## config.mk

```make
export PLATFORM = sky130hd
export DESIGN_NAME = rx_stream_arbiter
export DESIGN_NICKNAME = d
export VERILOG_FILES = /design/src/rtl/rx_stream_arbiter.sv
export SDC_FILE = /design/constraint.sdc
export NUM_CORES = 1
export LEC_CHECK = 0
export BUFFER_PORTS_ARGS = -buffer_cell sky130_fd_sc_hd__buf_2
export CAP_MARGIN = 20
export CELL_PAD_IN_SITES_DETAIL_PLACEMENT = 0
export CELL_PAD_IN_SITES_GLOBAL_PLACEMENT = 1
export CORE_ASPECT_RATIO = 1.4
export CORE_UTILIZATION = 33
export CTS_BUF_LIST = sky130_fd_sc_hd__clkbuf_2
export DETAILED_ROUTE_END_ITERATION = 12
export GPL_TIMING_DRIVEN = 0
export HOLD_SLACK_MARGIN = 0.1
export PLACE_DENSITY_LB_ADDON = 0.1
export SETUP_SLACK_MARGIN = 0.1
export SLEW_MARGIN = 20
export SYNTH_ARGS = -nofsm -noshare
export SYNTH_HDL_FRONTEND = slang
export SYNTH_SLANG_ARGS = --single-unit
```

## constraint.sdc

```tcl
create_clock -name clk -period 1.6 [get_ports clk]
set_input_delay 0.16 -clock clk [delete_from_list [all_inputs] [get_ports clk]]
set_output_delay 0.16 -clock clk [all_outputs]
set_load 0.01 [all_outputs]
```

## src/rtl/rx_stream_arbiter.sv

```systemverilog
// rtl/rx_stream_arbiter.sv - packet-level round-robin arbiter feeding the rxd/rx_dv input
//
// Purpose:
//   Shares one byte-wide rxd/rx_dv stream between N_REQ byte-stream sources.
//   A source is granted for a whole packet. The grant ends on its last beat, or is
//   forced off after MAX_BEATS beats. Beats are forwarded with one registered cycle
//   of latency. IFG idle cycles are enforced after every packet.
//
// Ports:
//   clk        in   1        rising-edge clock
//   rst        in   1        synchronous reset, active-high
//   src_data   in   8*N_REQ  source byte i at [8*i+7:8*i]
//   src_dv     in   N_REQ    source i presents a valid beat
//   src_last   in   N_REQ    last beat of packet (qualified by src_dv)
//   src_rdy    out  N_REQ    beat accepted when src_dv[i] & src_rdy[i]
//   rxd        out  8        forwarded byte
//   rx_dv      out  1        rxd valid
//   grant      out  N_REQ    one-hot current owner, 0 when none
//   busy       out  1        arbiter not in IDLE
//   trunc_err  out  1        pulse: grant force-released at MAX_BEATS without src_last

module rx_stream_arbiter #(
  parameter int N_REQ     = 4,
  parameter int MAX_BEATS = 64,
  parameter int IFG       = 2
) (
  input  logic               clk,
  input  logic               rst,
  input  logic [8*N_REQ-1:0] src_data,
  input  logic [N_REQ-1:0]   src_dv,
  input  logic [N_REQ-1:0]   src_last,
  output logic [N_REQ-1:0]   src_rdy,
  output logic [7:0]         rxd,
  output logic               rx_dv,
  output logic [N_REQ-1:0]   grant,
  output logic               busy,
  output logic               trunc_err
);

  localparam int PW = $clog2(N_REQ);
  localparam int BW = $clog2(MAX_BEATS);
  // Keep the gap counter at least one bit wide so IFG=0 still elaborates.
  localparam int GW = (IFG > 0) ? $clog2(IFG + 1) : 1;

  localparam logic [PW-1:0] RR_RESET  = PW'(N_REQ - 1);
  localparam logic [BW-1:0] BEAT_LAST = BW'(MAX_BEATS - 1);
  localparam logic [GW-1:0] GAP_LAST  = (IFG > 0) ? GW'(IFG - 1) : '0;

  typedef enum logic [1:0] {
    ST_IDLE = 2'd0,
    ST_BUSY = 2'd1,
    ST_GAP  = 2'd2
  } state_t;

  state_t             state_q,     state_d;
  logic [PW-1:0]      rr_ptr_q,    rr_ptr_d;
  logic [PW-1:0]      winner_q,    winner_d;
  logic [N_REQ-1:0]   grant_q,     grant_d;
  logic [BW-1:0]      beat_cnt_q,  beat_cnt_d;
  logic [GW-1:0]      gap_cnt_q,   gap_cnt_d;
  logic [7:0]         rxd_q,       rxd_d;
  logic               rx_dv_q,     rx_dv_d;
  logic               trunc_err_q, trunc_err_d;

  logic               arb_found;
  logic [PW-1:0]      arb_idx;
  logic [7:0]         sel_data;
  logic               sel_last;
  logic               accept;

  // Round-robin search starting just after the previous winner.
  always_comb begin
    int            cand;
    logic [PW-1:0] cand_idx;
    arb_found = 1'b0;
    arb_idx   = '0;
    cand      = 0;
    cand_idx  = '0;
    for (int k = 1; k <= N_REQ; k++) begin
      cand     = (int'(rr_ptr_q) + k) % N_REQ;
      cand_idx = PW'(cand);
      if (!arb_found && src_dv[cand_idx]) begin
        arb_found = 1'b1;
        arb_idx   = cand_idx;
      end
    end
  end

  // Only the granted source's byte and last flag ever reach the datapath.
  always_comb begin
    sel_data = '0;
    sel_last = 1'b0;
    for (int i = 0; i < N_REQ; i++) begin
      if (winner_q == PW'(i)) begin
        sel_data = src_data[8*i +: 8];
        sel_last = src_last[i];
      end
    end
  end

  assign src_rdy = (state_q == ST_BUSY) ? grant_q : '0;
  assign accept  = (state_q == ST_BUSY) && ((src_dv & grant_q) != '0);

  always_comb begin
    state_d     = state_q;
    rr_ptr_d    = rr_ptr_q;
    winner_d    = winner_q;
    grant_d     = grant_q;
    beat_cnt_d  = beat_cnt_q;
    gap_cnt_d   = gap_cnt_q;
    rxd_d       = rxd_q;
    rx_dv_d     = 1'b0;
    trunc_err_d = 1'b0;

    case (state_q)
      ST_IDLE: begin
        // Arbitration takes this whole cycle; no beat is accepted here.
        if (arb_found) begin
          winner_d = arb_idx;
          grant_d  = {{(N_REQ-1){1'b0}}, 1'b1} << arb_idx;
          state_d  = ST_BUSY;
        end
      end

      ST_BUSY: begin
        // A stalled owner just produces bubbles; the grant is held.
        if (accept) begin
          rxd_d      = sel_data;
          rx_dv_d    = 1'b1;
          beat_cnt_d = beat_cnt_q + 1'b1;
          if (sel_last || (beat_cnt_q == BEAT_LAST)) begin
            // Hitting the limit on a genuine last beat is not a truncation.
            trunc_err_d = !sel_last;
            rr_ptr_d    = winner_q;
            grant_d     = '0;
            beat_cnt_d  = '0;
            gap_cnt_d   = '0;
            state_d     = (IFG > 0) ? ST_GAP : ST_IDLE;
          end
        end
      end

      ST_GAP: begin
        if (gap_cnt_q == GAP_LAST) begin
          gap_cnt_d = '0;
          state_d   = ST_IDLE;
        end else begin
          gap_cnt_d = gap_cnt_q + 1'b1;
        end
      end

      default: begin
        state_d = ST_IDLE;
      end
    endcase
  end

  // Reset aborts any packet in flight; nothing is flushed.
  always_ff @(posedge clk) begin
    if (rst) begin
      state_q     <= ST_IDLE;
      rr_ptr_q    <= RR_RESET;
      winner_q    <= '0;
      grant_q     <= '0;
      beat_cnt_q  <= '0;
      gap_cnt_q   <= '0;
      rxd_q       <= '0;
      rx_dv_q     <= 1'b0;
      trunc_err_q <= 1'b0;
    end else begin
      state_q     <= state_d;
      rr_ptr_q    <= rr_ptr_d;
      winner_q    <= winner_d;
      grant_q     <= grant_d;
      beat_cnt_q  <= beat_cnt_d;
      gap_cnt_q   <= gap_cnt_d;
      rxd_q       <= rxd_d;
      rx_dv_q     <= rx_dv_d;
      trunc_err_q <= trunc_err_d;
    end
  end

  assign rxd       = rxd_q;
  assign rx_dv     = rx_dv_q;
  assign grant     = grant_q;
  assign busy      = (state_q != ST_IDLE);
  assign trunc_err = trunc_err_q;

endmodule
```

==> results of run 1 <==
## metal layers
layer | share of wire | vias up
li1 | - | 693
met1 | 0.41 | 678
met2 | 0.54 | 36
met3 | 0.031 | 7
met4 | 0.017 | 0
met5 | 0 | -
## cell type report
class	count	area, sq um
clock inverters	1	30.0
clock buffers	3	15.0
plain buffers	8	43.8
well taps	60	75.1
repair buffers	64	349
fillers	448	2270
flip-flops and latches	28	572
inverters	4	17.5
multi-input cells	109	933
## sequential cells by signal (all words and copies together) (netlist names)
register	count
state_q	2
winner_q	2
beat_cnt_q	6
trunc_err	1
grant	4
rx_dv	1
gap_cnt_q	2
rr_ptr_q	2
rxd	8
## path summary, 6_finish.rpt
| check | endpoint | depth (start not counted) |
|---|---|---|
| setup / recovery | grant[0]$_SDFFE_PP0P_ | 4 |
| hold / removal | grant[1]$_SDFFE_PP0P_ | 4 |
| setup reg to reg | grant[0]$_SDFFE_PP0P_ | 4 |
| hold reg to reg | gap_cnt_q[1]$_SDFFE_PP0P_ | 2 |
## repair_timing
action	4_1_cts	5_1_grt
buffers inserted	2	1
gates resized for setup	12	15
hold buffers	1	0
setup endpoints to repair	30	30
endpoints found under the hold margin	1	0
pin swaps	5	2
## cell usage after synthesis, types with 2 or more instances
cell type	instances	area, sq um
a2111oi_0	2	17.5
a211oi_1	4	30.0
a21oi_1	6	30.0
a22o_1	2	17.5
a22oi_2	2	25.0
and2_1	4	25.0
and3_1	2	12.5
buf_2	2	10.0
clkbuf_1	5	18.8
dfxtp_1	28	561
inv_1	4	15.0
mux2i_1	11	110
mux4_2	9	203
nand2_1	3	11.3
nand2b_1	4	25.0
nand3_1	6	30.0
nor2_1	17	63.8
nor2b_1	3	18.8
nor3_1	6	30.0
nor3_2	2	20.0
o2bb2ai_1	2	17.5
xnor2_1	5	43.8
## critical path, delay by kind of cell, from the launching register on
family | cells | cell delay, ns
compound gates | 3 | 0.68
mux | 1 | 0.53
flops | 1 | 0.40
## power groups by stage
stage | registers, mW | clock network [mW] | logic, mW
after global placement | 0.788 | 0 | 0.435
after CTS | 0.782 | 0.461 | 0.466
after global routing | 0.792 | 0.483 | 0.530
after detailed placement | 0.791 | 0 | 0.443
after floorplan | 0.795 | 0 | 0.287
final | 0.785 | 0.446 | 0.483
## stage by stage
stage	utilization	setup TNS, ns	cell area (sq um)
2_1_floorplan	-	0	1510
3_3_place_gp	0.437	-0.143	1880
3_5_place_dp	0.437	-0.223	1880
4_1_cts	0.460	-0.161	1980
5_1_grt	0.472	-0.637	2040
6_report	0.472	-0.124	2040
## logic make-up after synthesis
logic type	after synthesis
AO/OA/AOI/OAI	29
XOR/XNOR	5
adder cells (fa/ha/maj)	1
buffers and inverters	12
flip-flops	28
multiplexers	20
AND/OR/NAND/NOR	54
==> metrics.txt, run 1 <==
Sink Count=28; Worst-Skew Late Latency=0.39 ns; crit end category=flop; Ports=61; antenna violations before repair=0; crit path time final=1.64 ns; CP arrival=2.00 ns; relative slew slack=0.532; Detail Route Antenna Nets=0; max cap viols=0; Die ar.=4840 sq um; syn_area_per_cell=10.1 sq um; first-pass GRT wire length=5960 um; hold crit path type=primary input to flop; Synth Area in Simple Gates=0.191; # DRC=0; Crit-path slowest cell=mux4_2; Root Driver=clkbuf_2; #FFs+latches synth=28; Max Fclk=611 MHz; fin worst setup slack=-0.0365 ns; Std-Cell Rows=28; dpl hpwl=2950 um; final non-filler cell total=277; reg2reg start=winner_q[0]$_SDFFE_PP0P_; # port buffers=60; crit path cell chain=mux4_2 -> a211o_1 -> a31oi_4 -> a22o_1; sequential share of power=0.458; clock buffer depth=2; synthesized area=1510 sq um; min-delay src=rst; Clock H-tree levels=1; peak supply drop=392 uV; Gate power share=0.282; NetSw=0.504 mW; Most used DFF post-synth=dfxtp_1; placed insts=269; GR Util met3=0.0189; Starting Density=0.350; clock share of power=0.260; CP max stage delay=0.53 ns; vias in the first global route=1328; worst slack at placement=-0.0734 ns; synth warn=0; Die Ht=81.9 um; Worst Setup Path Type=flop to flop; Post-synth EDFFs=0; sw frac=0.294; syn nets=192; Hold Worst Slack=0.139 ns; outcome=finished, violations left; post-synthesis xor/xnor area fraction=0.0291; 1st-iter DRT viols=32; GRT busiest layer=met2; Leak=0.826 nW; Layout area overhead=35.1%; largest family of logic cells by synthesized area=multiplexers; Die Span X=59.1 um; RSZ-0062 raised after global routing=yes; Worst Setup SP=winner_q[0]$_SDFFE_PP0P_; Clk pin slew, worst setup/hold paths=0.28 ns; Slew @ Worst Pin=0.696 ns; pin count of the biggest net entering global routing=17; period utilization=1.02; met2 Track Usage GR=0.294; post-synthesis compound-gate area fraction=0.158; GPL Wtd Cong=0.734; register area share after synthesis=0.372; count of final setup violators=5; highest-count cells in the layout ignoring fill and taps=59 x buf_2, 23 x dfxtp_1, 16 x nor2_1; Antenna Cells=0; Via Count=1414; Int Power=1.21 mW; PD cells=842 nW/um^2; GRT Util Overall=0.164; first-pass detailed-route iteration total=4; reg2reg setup slack=-0.04 ns; Layout Nets=261; routing usage on met1=0.197; skew final=0.00486 ns; crit path launch type=flop; Post-Syn Instances=149; FFs w/ async S/R, synth=0; WP data required=1.96 ns; Netlist cell types=42; failing checks=setup timing; most common cell after layout, fill and taps aside=buf_2; CTS tree=built; share of cells above drive strength 1=0.475; core area=4310 sq um; final hold violation count=0; Vias per Instance=5.10; mux cell area share after synthesis=0.208; routed wire length per instance=13.8 um; final slew viol count=0; adder-cell share of the synthesized area=0.00831; global route overflow=0; WL final=3820 um; worst-path fanout max=4; Num CTS Buffers=3; power consumption=1.71 mW
(Power assumes the default switching activity.)
==> run 2, diff against run 1 <==
--- a/config.mk
+++ b/config.mk
@@ -5,12 +5,13 @@
 export SDC_FILE = /design/constraint.sdc
 export NUM_CORES = 1
 export LEC_CHECK = 0
+export ABC_AREA = 1
 export BUFFER_PORTS_ARGS = -buffer_cell sky130_fd_sc_hd__buf_2
 export CAP_MARGIN = 20
 export CELL_PAD_IN_SITES_DETAIL_PLACEMENT = 0
 export CELL_PAD_IN_SITES_GLOBAL_PLACEMENT = 1
 export CORE_ASPECT_RATIO = 1.4
-export CORE_UTILIZATION = 33
+export CORE_UTILIZATION = 31
 export CTS_BUF_LIST = sky130_fd_sc_hd__clkbuf_2
 export DETAILED_ROUTE_END_ITERATION = 12
 export GPL_TIMING_DRIVEN = 0
==> metrics.txt, run 2 <==
outcome=complete, no violations; Netlist cell types=30; first-pass GRT wire length=9140 um; Clock H-tree levels=1; WL final=5560 um; core area=5240 sq um; antenna violations before repair=0; largest area contributor in the netlist=dfxtp_1; worst-path fanout max=5; Post-synth top cells=72 x nand2_1, 28 x dfxtp_1, 27 x a21oi_1; Most used DFF post-synth=dfxtp_1; most common cell after layout, fill and taps aside=buf_2; clock share of power=0.117; syn_area_per_cell=6.65 sq um; Int Power=2.06 mW; Root Driver=clkbuf_2; design area=2770 sq um; hold depth=4; Buf/Inv on CP=3; crit path cell chain=inv_4 -> buf_6 -> nand2_2 -> nand2_2 -> nand2_2 -> nand2_4 -> nor2_4 -> nand3_2 -> nand2_4 -> inv_4 -> o21ai_2 -> a21oi_2; Ports=61; fin util=0.530; WP data required=1.90 ns; Starting Density=0.328; Yosys top cell area share=0.327; highest-count cells in the layout ignoring fill and taps=61 x buf_2, 55 x nand2_1, 26 x dlygate4sd3_1; Vias per Instance=4.77; synthesized area=1720 sq um; count of final setup violators=0; Fillers=563; Die Span X=64.9 um; Worst path most repeated cell=nand2_2; clock buffer depth=2; GRT Util Overall=0.198; Sink Count=28; Fin Setup TNS=0 ns; area of the multi-input gates=1180 sq um; max cap viols=0; crit path launch type=flop; Post-synth EDFFs=0; Layout area overhead=61.6%; Die Ht=90.0 um; FFs w/ async S/R, synth=0; GPL Wtd Cong=0.799; max reg flops=8; register area share after synthesis=0.327; Slew @ Worst Pin=0.538 ns; synth top area cells=dfxtp_1 33%, nand2_1 16%, a21oi_1 7.9%; Worst Setup SP=rr_ptr_q[0]$_SDFFE_PP1P_; pin count of the biggest net entering global routing=17; vias in the first global route=2086; CTS tree=built; Antenna Cells=0; reg2reg setup slack=0.12 ns; Placed Area=2100 sq um; # port buffers=60; min-delay src=src_data[10]; Die ar.=5840 sq um; crit path time final=1.48 ns; Std-Cell Rows=31; RR Endpoint=winner_q[1]$_SDFFE_PP0P_; Clk pin slew, worst setup/hold paths=0.27 ns; skew final=0.0179 ns; sw frac=0.455; Leak=1.33 nW; # DRC=0; peak supply drop=549 uV; power consumption=3.77 mW; placed insts=384; cell with the most instances after synthesis=nand2_1; first-pass detailed-route iteration total=4; Layout Nets=411; Worst-Skew Late Latency=0.38 ns; final hold violation count=0; synth warn=0; CP delay by family, top=simple AND/OR/NAND/NOR gates; FF-to-FF path depth=12; #FFs+latches synth=28; Num CTS Buffers=3; CP arrival=1.78 ns; Gate power share=0.618; routed wire length per instance=12.8 um; sequential share of power=0.265; reg2reg start=rr_ptr_q[0]$_SDFFE_PP1P_; Max Fclk=675 MHz; 1st-iter DRT viols=58; hold crit path type=primary input to flop; Worst Setup Path Type=flop to flop; Post-Syn Instances=258; final non-filler cell total=433; Via Count=2065; Crit-path slowest cell=dfxtp_4; period utilization=0.926; RSZ-0062 raised after global routing=yes; global route overflow=0; final slew viol count=0; relative slew slack=0.642; NetSw=1.72 mW; PD cells=1360 nW/um^2; syn nets=301; storage element area=584 sq um; crit end category=flop; Hold Path Sink=rxd[2]$_SDFFE_PP0P_; dpl hpwl=3920 um; share of cells above drive strength 1=0.474; CP max stage delay=0.44 ns; Detail Route Antenna Nets=0
[run 2: cell count changes after synthesis, moves of 5 or more]
cell / previous run / this run
mux2i_1: 11 / 0
nor3_1: 6 / 1
nand3_1: 6 / 11
nor2_1: 17 / 22
nor2_2: 0 / 5
o21ai_0: 1 / 12
mux4_2: 9 / 0
a41oi_1: 0 / 5
nand3_2: 0 / 5
nand2_2: 0 / 11
a21oi_1: 6 / 27
inv_1: 4 / 25
nand2_1: 3 / 72
[run 2: metrics by stage]
| stage | setup slack (ns) | hold WS [ns] |
|---|---|---|
| final | 0.119 | 0.143 |
| after global routing | 0.0100 | 0.135 |
| after CTS | 0.0999 | 0.123 |
| after detailed placement | -0.160 | 0.367 |
| after global placement | -0.142 | 0.371 |
| after floorplan | 0.221 | 0.237 |
[run 2: what timing repair did]
action | CTS | global route
resized for setup | 36 | 46
pin swaps | 9 | 25
hold buffers | 26 | 0
setup endpoints to repair | 32 | 31
gates cloned | 1 | 1
buffers inserted | 7 | 10
endpoints found under the hold margin | 9 | 0
[run 2: cells by family (layout without fill, tap and decap cells)]
logic type,Yosys count,after routing,share of synthesized area
buffers and inverters,36,145,0.0890
and+or+nand+nor,137,137,0.379
adders and majority gates,1,1,0.00729
AOI/OAI and AO/OA,54,54,0.187
xor gates and xnor gates,2,2,0.0102
DFF,28,28,0.327
[run 2: worst min-delay path: cells and delay by family]
kind                   cells  cell delay (ns)
AO/OA/AOI/OAI              3             0.27
buffers and inverters      1             0.08
[run 2: power by group through the flow]
stage	registers (mW)	logic, mW	clock network, mW
after CTS	0.996	1.94	0.458
after floorplan	1.01	1.17	0
after global placement	0.982	1.68	0
after detailed placement	0.983	1.68	0
final	0.999	2.33	0.442
after global routing	1.02	2.57	0.489
[run 2: how the worst max path moves through the flow]
stage,endpoint,slack (ns),cells after the start
after floorplan,winner_q[0]$_SDFFE_PP0P_,0.22,12
after global placement,rxd[4]$_SDFFE_PP0P_,-0.14,6
after detailed placement,rxd[6]$_SDFFE_PP0P_,-0.16,6
after CTS,winner_q[1]$_SDFFE_PP0P_,0.1,12
after global routing,winner_q[1]$_SDFFE_PP0P_,0.01,12
final,winner_q[1]$_SDFFE_PP0P_,0.12,12
[run 2: cell type report]
| cell class | instances | area share |
|---|---|---|
| Multi-Input combinational cell | 194 | 0.427 |
| Timing Repair Buffer | 105 | 0.253 |
| Sequential cell | 28 | 0.211 |
| Inverter | 30 | 0.0460 |
| Tap cell | 66 | 0.0298 |
| Buffer | 6 | 0.0176 |
| Clock inverter | 1 | 0.0108 |
| Clock buffer | 3 | 0.00542 |
[run 2: per-layer routing]
metal / track usage / wire length (um) / vias up
li1: - / - / 1064
met1: 0.206 / 2090 / 956
met2: 0.390 / 3250 / 37
met3: 0.0190 / 129 / 8
met4: 0.0667 / 94 / 0
met5: 0 / 0 / -
==> run 3, diff against run 2 <==
--- a/config.mk
+++ b/config.mk
@@ -5,13 +5,11 @@
 export SDC_FILE = /design/constraint.sdc
 export NUM_CORES = 1
 export LEC_CHECK = 0
-export ABC_AREA = 1
 export BUFFER_PORTS_ARGS = -buffer_cell sky130_fd_sc_hd__buf_2
 export CAP_MARGIN = 20
 export CELL_PAD_IN_SITES_DETAIL_PLACEMENT = 0
 export CELL_PAD_IN_SITES_GLOBAL_PLACEMENT = 1
-export CORE_ASPECT_RATIO = 1.4
-export CORE_UTILIZATION = 31
+export CORE_UTILIZATION = 33
 export CTS_BUF_LIST = sky130_fd_sc_hd__clkbuf_2
 export DETAILED_ROUTE_END_ITERATION = 12
 export GPL_TIMING_DRIVEN = 0
==> metrics.txt, run 3 (synthesis gave the netlist of run 1 again) <==
outcome=complete, no violations; relative slew slack=0.561; Starting Density=0.344; hold depth=4; count of final setup violators=0; CP max stage delay=0.53 ns; FF-to-FF path depth=4; GPL Wtd Cong=0.796; highest-count cells in the layout ignoring fill and taps=60 x buf_2, 24 x dfxtp_1, 16 x nor2_1; Ports=61; Die ar.=4840 sq um; share of cells above drive strength 1=0.447; Fin Setup TNS=0 ns; CP arrival=1.93 ns; Clock H-tree levels=1; Antenna Cells=0; final hold violation count=0; PD cells=767 nW/um^2; crit end category=flop; Num CTS Buffers=3; Sink Count=28; final slew viol count=0; crit path launch type=flop; hold crit path type=primary input to flop; skew final=0.00752 ns; crit path time final=1.60 ns; power consumption=1.50 mW; Worst Setup Path Type=flop to flop; pin count of the biggest net entering global routing=16; design area=1950 sq um; CTS tree=built; max cap viols=0; routed wire length per instance=13.8 um; worst-path fanout max=4; dpl hpwl=2820 um; Hold Worst Slack=0.158 ns; first-pass detailed-route iteration total=4; peak supply drop=442 uV; Max Fclk=626 MHz; RSZ-0062 raised after global routing=yes; core area=4380 sq um; Detail Route Antenna Nets=0; antenna violations before repair=0; Vias per Instance=5.26; clock buffer depth=2; Slew @ Worst Pin=0.653 ns; Clk pin slew, worst setup/hold paths=0.26 ns; Placed Area=1870 sq um; crit path cell chain=mux4_2 -> a211o_1 -> a31oi_4 -> a22o_1; Die Ht=69.6 um; first-pass GRT wire length=6290 um; # DRC=0; Std-Cell Rows=24; Worst-Skew Late Latency=0.36 ns; # port buffers=60; 1st-iter DRT viols=51; Root Driver=clkbuf_2; max reg flops=8; vias in the first global route=1424; most common cell after layout, fill and taps aside=buf_2; period utilization=0.998; global route overflow=0; Die Span X=69.6 um; WP data required=1.93 ns; GRT Util Overall=0.160; WL final=3690 um; Leak=0.794 nW; Layout area overhead=29.7%; Crit-path slowest cell=mux4_2; Layout Nets=259; Via Count=1405
## run 3: report_power, final
group	internal [mW]	switching [mW]
Clock	0.0543	0.207
Combinational	0.229	0.227
Sequential	0.744	0.0369
Total	1.03	0.471
## run 3: through the flow
step            util  std cells  worst slack, ns
5_1_grt        0.446        267          -0.0508
6_report       0.446        267          0.00339
2_1_floorplan      -        149            0.105
4_1_cts        0.443        267        -0.000794
3_3_place_gp   0.428        261          0.00574
3_5_place_dp   0.428        261           0.0128
## run 3: critical path, delay by kind of cell, from the launching register on
family	cells	cell delay, ns
muxes	1	0.53
DFF	1	0.40
AOI/OAI and AO/OA	3	0.65
## run 3: timing repair
action                                  4_1_cts  5_1_grt
hold buffers                                  1        0
endpoints found under the setup margin       29       29
pin swaps                                     3        2
setup buffers                                 1        0
endpoints found under the hold margin         1        0
resized for setup                            13        3
gates cloned                                  0        0
## run 3: final timing paths
path                              from                        end  slack, ns
max           winner_q[0]$_SDFFE_PP0P_      grant[0]$_SDFFE_PP0P_      0.003
max reg2reg   winner_q[0]$_SDFFE_PP0P_      grant[0]$_SDFFE_PP0P_      0.003
min                                rst      grant[1]$_SDFFE_PP0P_       0.16
min reg2reg  gap_cnt_q[1]$_SDFFE_PP0P_  gap_cnt_q[1]$_SDFFE_PP0P_       0.47
## run 3: layout make-up
type	instances	area, sq um
buffer	8	46.3
multi-input combinational	109	926
inverter	4	15.0
clock inverter	1	3.75
tap	52	65.1
fill	444	2430
clock buffer	3	15.0
sequential	28	566
timing repair buffer	62	318
## run 3: layer usage
metal | vias up | GRT usage | routed length, um
met1 | 668 | 0.188 | 1670
met4 | 0 | 0.0363 | 31
met2 | 46 | 0.280 | 1790
li1 | 687 | - | -
met3 | 4 | 0.0523 | 196
met5 | - | 0 | 0
